## config.mk

```make
export PLATFORM = sky130hd
export DESIGN_NAME = uart_rx_ovs_fifo
export DESIGN_NICKNAME = d
export VERILOG_FILES = /design/src/rtl/uart_rx_ovs_fifo.sv
export SDC_FILE = /design/constraint.sdc
export NUM_CORES = 1
export LEC_CHECK = 0
export CAP_MARGIN = 20
export CORE_MARGIN = 1
export CORE_UTILIZATION = 35
export DETAILED_ROUTE_END_ITERATION = 12
export PLACE_DENSITY_LB_ADDON = 0.08
export SLEW_MARGIN = 10
export SYNTH_ARGS = -nofsm -noshare
export SYNTH_HDL_FRONTEND = slang
export SYNTH_SLANG_ARGS = --single-unit
```

## constraint.sdc

```tcl
create_clock -name clk -period 4.3 [get_ports clk]
set_clock_uncertainty 0.05 [all_clocks]
set_input_delay 1.075 -clock clk [delete_from_list [all_inputs] [get_ports clk]]
set_output_delay 1.075 -clock clk [all_outputs]
set_load 0.02 [all_outputs]
```

## src/rtl/uart_rx_ovs_fifo.sv

```systemverilog
`default_nettype none
// ============================================================================
// Module      : uart_rx_ovs_fifo
// Description : 16x oversampling UART receiver with configurable frame format
//               (5..8 data bits, optional parity, 1 or 2 stop bits), break and
//               framing detection, and a first-word-fall-through receive FIFO
//               with sticky overrun and registered RTS flow control.
// Revision    : 1.0 - initial release
// ============================================================================
module uart_rx_ovs_fifo #(
  parameter int FIFO_DEPTH = 16,
  parameter int DIV_WIDTH  = 16,
  parameter int RTS_MARGIN = 2
) (
  input  logic                          clk,
  input  logic                          rst_n,
  input  logic                          rx,
  input  logic [DIV_WIDTH-1:0]          cfg_div,
  input  logic [1:0]                    cfg_data_bits,
  input  logic                          cfg_stop_bit,
  input  logic                          cfg_parity_en,
  input  logic                          cfg_parity_even,
  input  logic                          rd_en,
  input  logic                          ovr_clr,
  output logic [7:0]                    rd_data,
  output logic                          rd_perr,
  output logic                          rd_ferr,
  output logic                          rd_brk,
  output logic                          empty,
  output logic                          full,
  output logic [$clog2(FIFO_DEPTH):0]   level,
  output logic                          overrun,
  output logic                          rts_n
);

  localparam int            c_AW      = $clog2(FIFO_DEPTH);
  localparam logic [c_AW:0] c_DEPTH   = (c_AW+1)'(FIFO_DEPTH);
  localparam logic [c_AW:0] c_RTS_THR = (c_AW+1)'(FIFO_DEPTH - RTS_MARGIN);

  typedef enum logic [2:0] {
    IDLE      = 3'd0,
    START     = 3'd1,
    DATA      = 3'd2,
    PARITY    = 3'd3,
    STOP1     = 3'd4,
    STOP2     = 3'd5,
    WAIT_HIGH = 3'd6
  } state_t;

  state_t r_state, w_state_next;

  // --------------------------------------------------------------------------
  // Line synchronizer
  // --------------------------------------------------------------------------
  logic r_rx_meta, r_rx_sync, r_rx_prev;
  logic w_fall;

  // Two-flop synchronizer plus one delayed copy for falling-edge detection
  always_ff @(posedge clk or negedge rst_n) begin
    if (!rst_n) begin
      r_rx_meta <= 1'b1;
      r_rx_sync <= 1'b1;
      r_rx_prev <= 1'b1;
    end else begin
      r_rx_meta <= rx;
      r_rx_sync <= r_rx_meta;
      r_rx_prev <= r_rx_sync;
    end
  end

  assign w_fall = r_rx_prev & ~r_rx_sync;

  // --------------------------------------------------------------------------
  // Per-frame configuration snapshot
  // --------------------------------------------------------------------------
  logic [DIV_WIDTH-1:0] r_div;
  logic [1:0]           r_nbits;
  logic                 r_stop2;
  logic                 r_par_en;
  logic                 r_par_even;
  logic                 w_frame_start;

  assign w_frame_start = (r_state == IDLE) & w_fall;

  // Configuration is frozen at the start edge so mid-frame changes are ignored
  always_ff @(posedge clk or negedge rst_n) begin
    if (!rst_n) begin
      r_div      <= '0;
      r_nbits    <= '0;
      r_stop2    <= 1'b0;
      r_par_en   <= 1'b0;
      r_par_even <= 1'b0;
    end else if (w_frame_start) begin
      r_div      <= cfg_div;
      r_nbits    <= cfg_data_bits;
      r_stop2    <= cfg_stop_bit;
      r_par_en   <= cfg_parity_en;
      r_par_even <= cfg_parity_even;
    end
  end

  // --------------------------------------------------------------------------
  // Oversample tick and sample position
  // --------------------------------------------------------------------------
  logic [DIV_WIDTH-1:0] r_div_cnt;
  logic [DIV_WIDTH-1:0] w_div_eff;
  logic [3:0]           r_smp;       // index of the last sample taken (0..15)
  logic [3:0]           w_smp_next;
  logic                 w_active;
  logic                 w_tick;

  assign w_div_eff  = (r_div == '0) ? DIV_WIDTH'(1) : r_div;
  assign w_active   = (r_state != IDLE) && (r_state != WAIT_HIGH);
  assign w_tick     = w_active && (r_div_cnt == (w_div_eff - DIV_WIDTH'(1)));
  assign w_smp_next = r_smp + 4'd1;

  // Tick divider and sample index; the detection edge already lags the line
  // by the synchronizer, so it is counted as the second sample of the start bit
  always_ff @(posedge clk or negedge rst_n) begin
    if (!rst_n) begin
      r_div_cnt <= '0;
      r_smp     <= '0;
    end else if (!w_active) begin
      r_div_cnt <= '0;
      r_smp     <= w_frame_start ? 4'd1 : 4'd0;
    end else if (w_tick) begin
      r_div_cnt <= '0;
      r_smp     <= w_smp_next;
    end else begin
      r_div_cnt <= r_div_cnt + DIV_WIDTH'(1);
    end
  end

  // --------------------------------------------------------------------------
  // Majority vote over samples 7, 8 and 9
  // --------------------------------------------------------------------------
  logic r_s7, r_s8;
  logic w_s9;
  logic w_vote;

  assign w_s9   = w_tick && (w_smp_next == 4'd8);
  assign w_vote = (r_s7 & r_s8) | (r_s7 & r_rx_sync) | (r_s8 & r_rx_sync);

  // Capture the first two voting samples of each bit
  always_ff @(posedge clk or negedge rst_n) begin
    if (!rst_n) begin
      r_s7 <= 1'b0;
      r_s8 <= 1'b0;
    end else if (w_tick) begin
      if (w_smp_next == 4'd6) r_s7 <= r_rx_sync;
      if (w_smp_next == 4'd7) r_s8 <= r_rx_sync;
    end
  end

  // --------------------------------------------------------------------------
  // Frame datapath
  // --------------------------------------------------------------------------
  logic [7:0] r_data;
  logic [2:0] r_bit_cnt;
  logic       r_perr;
  logic       r_ferr;
  logic       r_brk;
  logic       r_seen_one;   // any 1 among data/parity bits so far
  logic       w_last_data;
  logic       w_ferr_push;
  logic       w_brk_push;

  assign w_last_data = (r_bit_cnt == ({1'b0, r_nbits} + 3'd4));
  assign w_ferr_push = (r_state == STOP1) ? ~w_vote : (r_ferr | ~w_vote);
  assign w_brk_push  = (r_state == STOP1) ? (~r_seen_one & ~w_vote) : r_brk;

  // Assemble data and error flags as each bit's vote is resolved
  always_ff @(posedge clk or negedge rst_n) begin
    if (!rst_n) begin
      r_data     <= '0;
      r_bit_cnt  <= '0;
      r_perr     <= 1'b0;
      r_ferr     <= 1'b0;
      r_brk      <= 1'b0;
      r_seen_one <= 1'b0;
    end else if (w_frame_start) begin
      r_data     <= '0;
      r_bit_cnt  <= '0;
      r_perr     <= 1'b0;
      r_ferr     <= 1'b0;
      r_brk      <= 1'b0;
      r_seen_one <= 1'b0;
    end else if (w_s9) begin
      case (r_state)
        DATA: begin
          r_data[r_bit_cnt] <= w_vote;
          r_bit_cnt         <= r_bit_cnt + 3'd1;
          r_seen_one        <= r_seen_one | w_vote;
        end
        PARITY: begin
          r_perr     <= ((^r_data) ^ w_vote) == r_par_even;
          r_seen_one <= r_seen_one | w_vote;
        end
        STOP1: begin
          r_ferr <= ~w_vote;
          r_brk  <= ~r_seen_one & ~w_vote;
        end
        default: ;
      endcase
    end
  end

  // --------------------------------------------------------------------------
  // Receive FSM
  // --------------------------------------------------------------------------
  logic w_push;

  // FSM state register
  always_ff @(posedge clk or negedge rst_n) begin
    if (!rst_n) r_state <= IDLE;
    else        r_state <= w_state_next;
  end

  // Next-state and push decision, resolved on each bit's sample-9 tick
  always_comb begin
    w_state_next = r_state;
    w_push       = 1'b0;
    case (r_state)
      IDLE:      if (w_fall) w_state_next = START;
      START:     if (w_s9) w_state_next = w_vote ? IDLE : DATA;
      DATA:      if (w_s9 && w_last_data) w_state_next = r_par_en ? PARITY : STOP1;
      PARITY:    if (w_s9) w_state_next = STOP1;
      STOP1: begin
        if (w_s9) begin
          if (r_stop2) begin
            w_state_next = STOP2;
          end else begin
            w_push       = 1'b1;
            w_state_next = w_ferr_push ? WAIT_HIGH : IDLE;
          end
        end
      end
      STOP2: begin
        if (w_s9) begin
          w_push       = 1'b1;
          w_state_next = w_ferr_push ? WAIT_HIGH : IDLE;
        end
      end
      WAIT_HIGH: if (r_rx_sync) w_state_next = IDLE;
      default:   w_state_next = IDLE;
    endcase
  end

  // --------------------------------------------------------------------------
  // Receive FIFO
  // --------------------------------------------------------------------------
  logic [10:0]   r_mem [FIFO_DEPTH];
  logic [c_AW:0] r_wr_cnt, r_rd_cnt;
  logic [c_AW:0] w_level, w_level_next;
  logic [10:0]   w_push_word, w_head;
  logic          w_empty, w_full, w_pop, w_wr, w_ovr_set;
  logic          r_overrun, r_rts_n;

  assign w_push_word  = {w_brk_push, w_ferr_push, r_perr, r_data};
  assign w_level      = r_wr_cnt - r_rd_cnt;
  assign w_empty      = (w_level == '0);
  assign w_full       = (w_level == c_DEPTH);
  assign w_pop        = rd_en & ~w_empty;
  assign w_wr         = w_push & (~w_full | w_pop);
  assign w_ovr_set    = w_push & w_full & ~w_pop;
  assign w_level_next = w_level + {{c_AW{1'b0}}, w_wr} - {{c_AW{1'b0}}, w_pop};

  // Storage array; written only for accepted pushes
  always_ff @(posedge clk) begin
    if (w_wr) r_mem[r_wr_cnt[c_AW-1:0]] <= w_push_word;
  end

  // Free-running write/read counts; the extra MSB distinguishes full from empty
  always_ff @(posedge clk or negedge rst_n) begin
    if (!rst_n) begin
      r_wr_cnt <= '0;
      r_rd_cnt <= '0;
    end else begin
      if (w_wr)  r_wr_cnt <= r_wr_cnt + 1'b1;
      if (w_pop) r_rd_cnt <= r_rd_cnt + 1'b1;
    end
  end

  // Sticky overrun (set beats clear) and RTS tracking the post-edge level
  always_ff @(posedge clk or negedge rst_n) begin
    if (!rst_n) begin
      r_overrun <= 1'b0;
      r_rts_n   <= 1'b0;
    end else begin
      if (w_ovr_set)    r_overrun <= 1'b1;
      else if (ovr_clr) r_overrun <= 1'b0;
      r_rts_n <= (w_level_next >= c_RTS_THR);
    end
  end

  assign w_head  = w_empty ? 11'd0 : r_mem[r_rd_cnt[c_AW-1:0]];
  assign rd_data = w_head[7:0];
  assign rd_perr = w_head[8];
  assign rd_ferr = w_head[9];
  assign rd_brk  = w_head[10];
  assign empty   = w_empty;
  assign full    = w_full;
  assign level   = w_level;
  assign overrun = r_overrun;
  assign rts_n   = r_rts_n;

endmodule
`default_nettype wire

```

# After elaboration in Yosys (flattened, before gate mapping)
# Memories as Yosys holds them, arrays and structs flattened.
# Cells that the tools add are included.
# classes
reduce_logical	24
n_addsub	10
n_mux	49
shifts	0
n_mul	0
bitwise_logic	22
div_mod_pow	0
n_eq_ne	22
order_cmp	3
# op_table
operator	n
16-bit 2-to-1 mux	3
3-bit 2-to-1 mux	13
8-bit 2-to-1 mux	3
1-bit 2-to-1 mux	22
3-bit case mux with 7 select lines	1
16-bit by 1-bit adder with 16-bit output, second input constant	1
16-bit equality test	1
16-bit zero test	1
16-bit by 1-bit subtractor with 16-bit output, second input constant	1
2-bit != test, second input constant	7
2-bit AND reduction	6
2-bit nonzero test	6
11-bit 2-to-1 mux	1
5-bit by 1-bit adder with 5-bit output, second input constant	2
1-bit bitwise AND	10
3-bit equality test, second input constant	3
8-bit bitwise mux	1
4-bit by 3-bit equality test with 1-bit output, second input constant	2
4-bit 2-to-1 mux	2
8-bit parity	1
7-bit AND reduction	1
3-bit by 2-bit equality test with 1-bit output, second input constant	2
1-bit inverter	6
5-bit by 1-bit adder with 5-bit output	1
other kinds (25)	33
# word_totals
wordCells	154
rom_bits	0
ram_bits	176
input_bits	26
n_memories	1
output_inout_bits	20
latch_bits	0
reg_bits	76
# mem_list
memory	depth	word_bits	read_ports	rd_ports_with_merged_regs	write_ports	line_no	source
r_mem	16	11	1	0	1	252	logic [10:0] r_mem [FIFO_DEPTH];

# Longest topological paths before layout
# Gate-level depths: netlist of run 1.
# depth
depth_word	12
depth_mapped	25
ltp_nobuf	24

# Least setup slack after synthesis of run 1
# OpenSTA, ideal clock, no wires.
# synth_path
path_type	register to register
start	register r_rd_cnt[1]
end	register r_rts_n, in the netlist rts_n
setup_slack_ns	-0.336
n_path_buf	2
path_stages_with_launch	26
setup_ns	0.127
period_less_slack_ns	4.636
arrival_ns	4.459
required_time_ns	4.123
cell_sequence	dfrtp_1 clkbuf_1 clkbuf_1 inv_1 ha_1 a21o_1 a21oi_1 xnor2_1 inv_1 ha_1 nand3_1 or3_1 and3b_1 and3_1 inv_1 ha_1 inv_1 ha_1 inv_1 fa_1 inv_1 a21o_1 a21oi_1 xnor2_1 xnor2_1 o31ai_1
# synth_between
elab_chain_cells	9
elab_cells_between_ends	11
classes_between	add/sub (3); order compare (1); eq/ne (1); bitwise (5); reduce/logical (1)
# synth_rtl
item	line_no	source
start, declared	253	logic [c_AW:0] r_wr_cnt, r_rd_cnt;
start signal, assigned	280	if (w_pop) r_rd_cnt <= r_rd_cnt + 1'b1;
5-bit subtractor *	260	assign w_level = r_wr_cnt - r_rd_cnt;
net level[3]	31	output logic [$clog2(FIFO_DEPTH):0] level,
5-bit zero test	261	assign w_empty = (w_level == '0);
1-bit inverter	263	assign w_pop = rd_en & ~w_empty;
1-bit bitwise AND	263	
1-bit bitwise OR	264	assign w_wr = w_push & (~w_full | w_pop);
1-bit bitwise AND	264	
5-bit by 1-bit adder with 5-bit output	266	assign w_level_next = w_level + {{c_AW{1'b0}}, w_wr} - {{c_AW{1'b0}}, w_pop};
5-bit by 1-bit subtractor with 5-bit output *	266	
5-bit by 4-bit greater-or-equal comparator with 1-bit output *	292	r_rts_n <= (w_level_next >= c_RTS_THR);
end signal, assigned	292	
end, declared	257	logic r_overrun, r_rts_n;
# Mark *: on every way through the listed nets, which the timed path passes. The rest lies on a longest branch.
# A chain may end at the register's enable or synchronous reset.

# Final worst setup path of run 1
# layout_path
start	register r_wr_cnt[0]
end	output rd_brk
# layout_between
elab_chain_cells	3
# layout_rtl
item	line_no	source
start, declared	253	
start signal, assigned	279	if (w_wr) r_wr_cnt <= r_wr_cnt + 1'b1;
5-bit subtractor	260	
5-bit zero test	261	
11-bit 2-to-1 mux	296	assign w_head = w_empty ? 11'd0 : r_mem[r_rd_cnt[c_AW-1:0]];
end, declared	28	output logic rd_brk,
# No other way between the ends.

==> flow_metrics.tcl, run 1 <==
set metrics [dict create \
    drv_cap 0 \
    cp.arrival_ps 3050 \
    post_drt_wl_per_cell_microns 19.66 \
    coreArea_sq_um 31880 \
    cts_buffer_depth 3 \
    syn-cell-area_sq_um 11470 \
    overflow 0 \
    dp_slack_ps -80.39 \
    yosys_register_bits 252 \
    cts_buffers 29 \
    relSlewSlack_pct 38.63 \
    viasPerCell 5.056 \
    vias 6790 \
    synth_area_leaders "edfxtp_1 46%, dfrtp_1 16%, mux4_2 11%" \
    outcome "completed" \
    area_growth_pct 20.72 \
    drive_gt1_share_pct 23.48 \
    period_needed_ps 4174 \
    hold_viol 0 \
    synth_top_area_share_pct 46.07 \
    finalCoreUtilization_pct 43.44 \
    yosysUniqueCellTypes 65 \
    ir_drop_uv 369.5 \
    routed_wirelength_microns 26400 \
    synth_area_per_cell_sq_um 14.58 \
    synth_edf_count 176 \
    cts_tree "yes" \
    pwr-share-seq_pct 38.2 \
    synth_xor_area_share_pct 4.810 \
    die_h_microns 183.0 \
    grt_pass1_vias 7080 \
    crit_type "flip-flop to primary output" \
    postCtsHoldBufs 0 \
    p_comb_share_pct 29.3 \
    clockPowerShare_pct 32.5 \
    nFillCells 2946 \
    synth-main-ff-cell "edfxtp_1" \
    syn_nets 837 \
    die_width_microns 183.0 \
    power.internal_mw 5.351 \
    clock_latency_ps 550 \
    drv_slew 0 \
    cp_max_fo 7 \
    grt_max_degree 77 \
    fin_nets 936 \
    root_buffer "clkbuf_16" \
    synth.area.mux_share_pct 11.35 \
    synth_compound_area_share_pct 4.788 \
    setup_viol 0 \
    cp-end-kind "primary output" \
    register_area_sq_um 7194 \
    leakage_nw 5.432 \
    ys_seq_area_share_pct 62.69 \
    first_pass_iters 4 \
    pin_count 46 \
    start_kind "flip-flop" \
    cp.required_ps 3170 \
    multiInputGateArea_sq_um 4105 \
    setup_slack_ps 126.4 \
    ys_top_cells_by_count "176 x edfxtp_1, 91 x nand2_1, 73 x dfrtp_1, 55 x mux4_2, 38 x xnor2_1" \
    tightest_slew_ps 915.6 \
    synth_top_family_by_area "multiplexers" \
    start_util_pct 35.98 \
    hold_class "flip-flop to flip-flop" \
    dpl.hpwl_microns 17200 \
    dp_cells 1278 \
    power_switching_mw 2.394 \
    dieArea_sq_um 33500 \
    whs_ps 306.6 \
    period_share_pct 97.06 \
    async_reset_ff_share_pct 30.16 \
    synth-adder-area-share_pct 2.749 \
    gp_congestion 0.8103 \
    dr.first_iter.drc_count 432 \
    power-per-cell-area_nw_per_um2 559.3 \
    num_rows 65 \
    syn_inst 787 \
    clk_pin_slew_worst_paths_ps 60 \
    port_buffers 45 \
    htree_levels 1 \
    max_freq_ghz 0.2396 \
    yosysMostFrequentCell "edfxtp_1" \
    drc_errors 0 \
    grt_pass1_wl_microns 41190 \
    drtAntennaViolNets 0 \
    grt_usage_pct 16.02 \
    antenna_found_initial 0 \
    switching_share_pct 30.91 \
    synth_area_leader_cell "edfxtp_1" \
    final_cells 1343 \
    cts.sinks 252 \
    synth_simple_gate_area_share_pct 11.19 \
    yosysWarnings 0 \
]
-- cell families after synthesis --
logic type                 Yosys count
xor gates and xnor gates            63
buffers and inverters               66
DFF                                252
adders and majority gates           24
AOI/OAI and AO/OA                   82
and+or+nand+nor                    239
muxes                               61
-- critical path: stages, from the launching register on --
cell,delay [ps]
dfrtp_1,370
inv_1,80
ha_1,160
inv_1,60
fa_1,390
a21o_1,190
a21oi_2,150
xnor2_1,160
buf_4,160
inv_1,80
nor2_4,210
buf_8,180
buf_4,110
nor2b_1,30
clkbuf_2,160
-- worst paths after layout --
path | start | end | slack (ps) | cells past startpoint
setup / recovery | r_wr_cnt[0] | rd_brk | 130 | 14
hold / removal | r_rx_meta | r_rx_sync | 310 | 0
setup reg to reg | r_div[10] | rts_n | 190 | 21
hold reg to reg | r_rx_meta | r_rx_sync | 310 | 0
max in group asynchronous | rst_n | r_rx_meta | 3160 | 2
min in group asynchronous | rst_n | r_div[7] | 390 | 1
-- area by class of cell --
class                      instances  area share [%]
clock inverter                    16           1.400
antenna                            1         0.01807
inverter                          29          0.8041
clock buffer                      36           5.728
sequential                       252           51.95
timing repair buffer             105           6.523
multi-input combinational        469           29.64
tap                              435           3.930
-- metrics by stage --
step / setup TNS (ps) / power, mW / cell area, sq um
after floorplan: 0 / 4.444 / 11490
after global placement: 0 / 5.120 / 12690
after detailed placement: -80.39 / 5.172 / 12690
after CTS: 0 / 7.735 / 13680
after global routing: -147.7 / 8.178 / 13850
final: 0 / 7.745 / 13850
-- registers in the layout, indices dropped and copies added, names as in the netlist --
register    count
r_mem         176
r_div_cnt      16
r_perr          1
r_brk           1
r_s7            1
r_rd_cnt        5
r_rx_prev       1
r_smp           4
r_stop2         1
rts_n           1
r_ferr          1
r_bit_cnt       3
r_rx_sync       1
r_div          16
r_rx_meta       1
r_data          8
r_s8            1
r_nbits         2
r_par_en        1
r_par_even      1
r_wr_cnt        5
overrun         1
r_seen_one      1
r_state         3
-- power by group through the flow --
stage / Clock, mW / Combinational, mW / Sequential, mW
2_1_floorplan: 0 / 1.46 / 2.98
3_3_place_gp: 0 / 2.14 / 2.98
3_5_place_dp: 0 / 2.17 / 3.00
4_1_cts: 2.59 / 2.19 / 2.96
5_1_grt: 2.69 / 2.51 / 2.99
6_report: 2.51 / 2.27 / 2.96
-- timing repair --
| action | in CTS | in global routing |
|---|---|---|
| gates resized for setup | 17 | 46 |
| buffers inserted | 0 | 10 |
| setup endpoints to repair | 13 | 13 |
| gates cloned | 0 | 1 |
| hold endpoints to repair | 0 | 0 |
| pin swaps | 3 | 14 |
-- placed cells by master, fill, tap and decap left out, drive strengths merged, types with 10 or more instances in the layout --
cell type	n
nor2	33
edfxtp	176
xnor2	38
nand2	92
inv	30
mux4	55
clkdlybuf4s50	32
buf	61
and2	11
clkbuf	47
nor3	11
a21oi	21
o21ai	20
ha	22
xor2	25
dfrtp	73
nand3	19
nand4	15
nor2b	17
clkinv	11
and3	10
-- per-layer routing --
metal  GRT usage [%]  vias up  part of all wire [%]
met5               0        -                     0
met4           3.800        0                   2.5
met3           1.966       45                   2.9
met2           27.67      115                    49
met1           21.50     3485                    45
li1                -     3145                     -
(Power assumes the default switching activity.)
==> inputs of run 2 (changes only) <==
--- a/config.mk
+++ b/config.mk
@@ -7,9 +7,9 @@
 export LEC_CHECK = 0
 export CAP_MARGIN = 20
 export CORE_MARGIN = 1
-export CORE_UTILIZATION = 35
+export CORE_UTILIZATION = 55
 export DETAILED_ROUTE_END_ITERATION = 12
-export PLACE_DENSITY_LB_ADDON = 0.08
+export PLACE_DENSITY = 0.73
 export SLEW_MARGIN = 10
 export SYNTH_ARGS = -nofsm -noshare
 export SYNTH_HDL_FRONTEND = slang
==> flow_metrics.tcl, run 2 (synthesis results as in run 1) <==
set metrics [dict create \
    crit_chain "inv_1 > ha_1 > inv_1 > fa_2 > a21o_1 > a21oi_1 > xnor2_1 > inv_1 > nor2_1 > buf_6 > nor2b_1 > dlygate4sd2_1" \
    critPathMaxStageDelay_ps 420 \
    final_common_cell "edfxtp_1" \
    cts_tree "yes" \
    cp-end-kind "primary output" \
    grt_max_degree 77 \
    reg2reg_depth 21 \
    nFillCells 1466 \
    tns_ps 0 \
    hold_viol 0 \
    period_share_pct 96.39 \
    hold_start "r_rx_meta" \
    drive_gt1_share_pct 19.23 \
    period_needed_ps 4145 \
    area_growth_pct 15.17 \
    drv_cap 0 \
    vias 6676 \
    post_drt_wl_per_cell_microns 20.42 \
    cp.arrival_ps 3020 \
    rr_startpoint "r_div[11]" \
    drc_errors 0 \
    start_kind "flip-flop" \
    dpl.hpwl_microns 15460 \
    min_to "r_rx_sync" \
    port_buffers 45 \
    cp_max_fo 13 \
    grt_pass1_wl_microns 37760 \
    placed_area_sq_um 12370 \
    outcome "completed" \
    die_h_microns 146.4 \
    largest_reg_flops 176 \
    root_buffer "clkbuf_16" \
    setup_viol 0 \
    grt_pass1_vias 6812 \
    whs_ps 311.4 \
    fin_nets 912 \
    cpLargestDelayFamily "buffers and inverters" \
    die_width_microns 146.4 \
    clk_pin_slew_worst_paths_ps 60 \
    power-per-cell-area_nw_per_um2 532.4 \
    whs_path_depth 0 \
    clock_latency_ps 510 \
    dr.first_iter.drc_count 426 \
    cts.sinks 252 \
    cts_buffer_depth 3 \
    overflow 0 \
    ir_drop_uv 347.3 \
    antenna_found_initial 0 \
    dieArea_sq_um 21440 \
    relSlewSlack_pct 36.25 \
    path_common_cell "inv_1" \
    viasPerCell 5.810 \
    r2r_slack_ps 200 \
    hold_class "flip-flop to flip-flop" \
    crit_type "flip-flop to primary output" \
    drv_slew 0 \
    fin_area_sq_um 13210 \
    htree_levels 1 \
    slowest_stage "dfrtp_1" \
    drtAntennaViolNets 0 \
    cts_buffers 25 \
    gp_congestion 0.8845 \
    antenna_cells 0 \
    start_util_pct 56.33 \
    leakage_nw 5.210 \
    routed_wirelength_microns 23460 \
    max_freq_ghz 0.2413 \
    postCtsHoldBufs 0 \
    coreArea_sq_um 20360 \
    pin_count 46 \
    grt_usage_pct 22.70 \
    tightest_slew_ps 956.2 \
    first_pass_iters 5 \
    cp.required_ps 3170 \
    crit_buf_inv 5 \
    num_rows 52 \
    mostFrequentLayoutCells "176 x edfxtp_1, 91 x nand2_1, 68 x dfrtp_1" \
    worstReg2RegEnd "rts_n" \
]
-- run 2: cell count changes in the layout (fill, tap and decap cells not counted), sizes merged --
cell and change:
dlygate4sd2 +12, clkdlybuf4s15 -1, diode -1, clkinvlp +2
clkinv -4, buf -20, bufinv -4, clkbuf -12
inv -1
-- run 2: worst reg2reg max path, cell delays in order (launching register included) --
cell and delay (ps):
dfrtp_2 420, nor4_4 370, a41oi_2 180, ha_2 210
nor3b_4 160, and3_1 170, o21a_1 200, o32ai_2 280
o2111a_4 230, and3_4 200, inv_4 40, ha_4 200
inv_2 60, ha_4 120, inv_2 40, fa_2 380
inv_2 50, a21o_1 110, a21oi_2 60, xnor2_1 180
xnor2_1 160, o31ai_1 100
-- run 2: worst max path at each step --
stage	from	endpoint	slack (ps)	cells past startpoint
final	r_wr_cnt[0]	rd_data[7]	160	12
after global routing	r_div[11]	rts_n	-4	21
after CTS	r_div[11]	rts_n	3	21
after detailed placement	r_div[11]	rts_n	1	21
after global placement	r_div[11]	rts_n	170	21
after floorplan	r_div[9]	rts_n	4	22
-- run 2: cell type report --
| type | count | area (sq um) | share of cell area, % |
|---|---|---|---|
| clock buffer | 35 | 684.4 | 5.180 |
| clock inverter | 9 | 43.79 | 0.3315 |
| inverter | 29 | 111.4 | 0.8429 |
| multi-input combinational | 469 | 4088 | 30.94 |
| sequential | 252 | 7197 | 54.47 |
| tap | 270 | 337.8 | 2.557 |
| timing repair buffer | 85 | 749.5 | 5.673 |
-- run 2: metrics by stage --
stage	power [mW]	util [%]	worst slack, ps	std cells
floorplan	4.444	-	3.556	787
global placement	4.980	60.76	174.6	1099
detailed placement	5.052	60.76	1.163	1099
CTS	6.996	64.29	2.980	1143
global route	7.392	64.87	-4.390	1149
finish	7.033	64.87	155.4	1149
-- run 2: repair_timing --
item / CTS / global route
pin swaps: 0 / 13
endpoints found under the hold margin: 0 / 0
setup endpoints to repair: 13 / 9
setup buffers: 0 / 6
resized for setup: 14 / 19
-- run 2: where the power goes --
group	total, mW	internal (mW)	switching (mW)
logic	2.08	0.969	1.11
clock network	1.96	1.10	0.856
registers	2.99	2.75	0.234
total	7.03	4.83	2.21
-- run 2: metal layers --
metal / part of all wire (%) / global-route usage, % / wire length [microns] / up-vias
met5: 0 / 0 / 0 / -
met4: 1.6 / 5.260 / 373 / 0
met3: 4.1 / 2.969 / 955 / 32
met2: 51 / 39.05 / 12080 / 144
met1: 43 / 31.01 / 10060 / 3400
li1: - / - / - / 3100
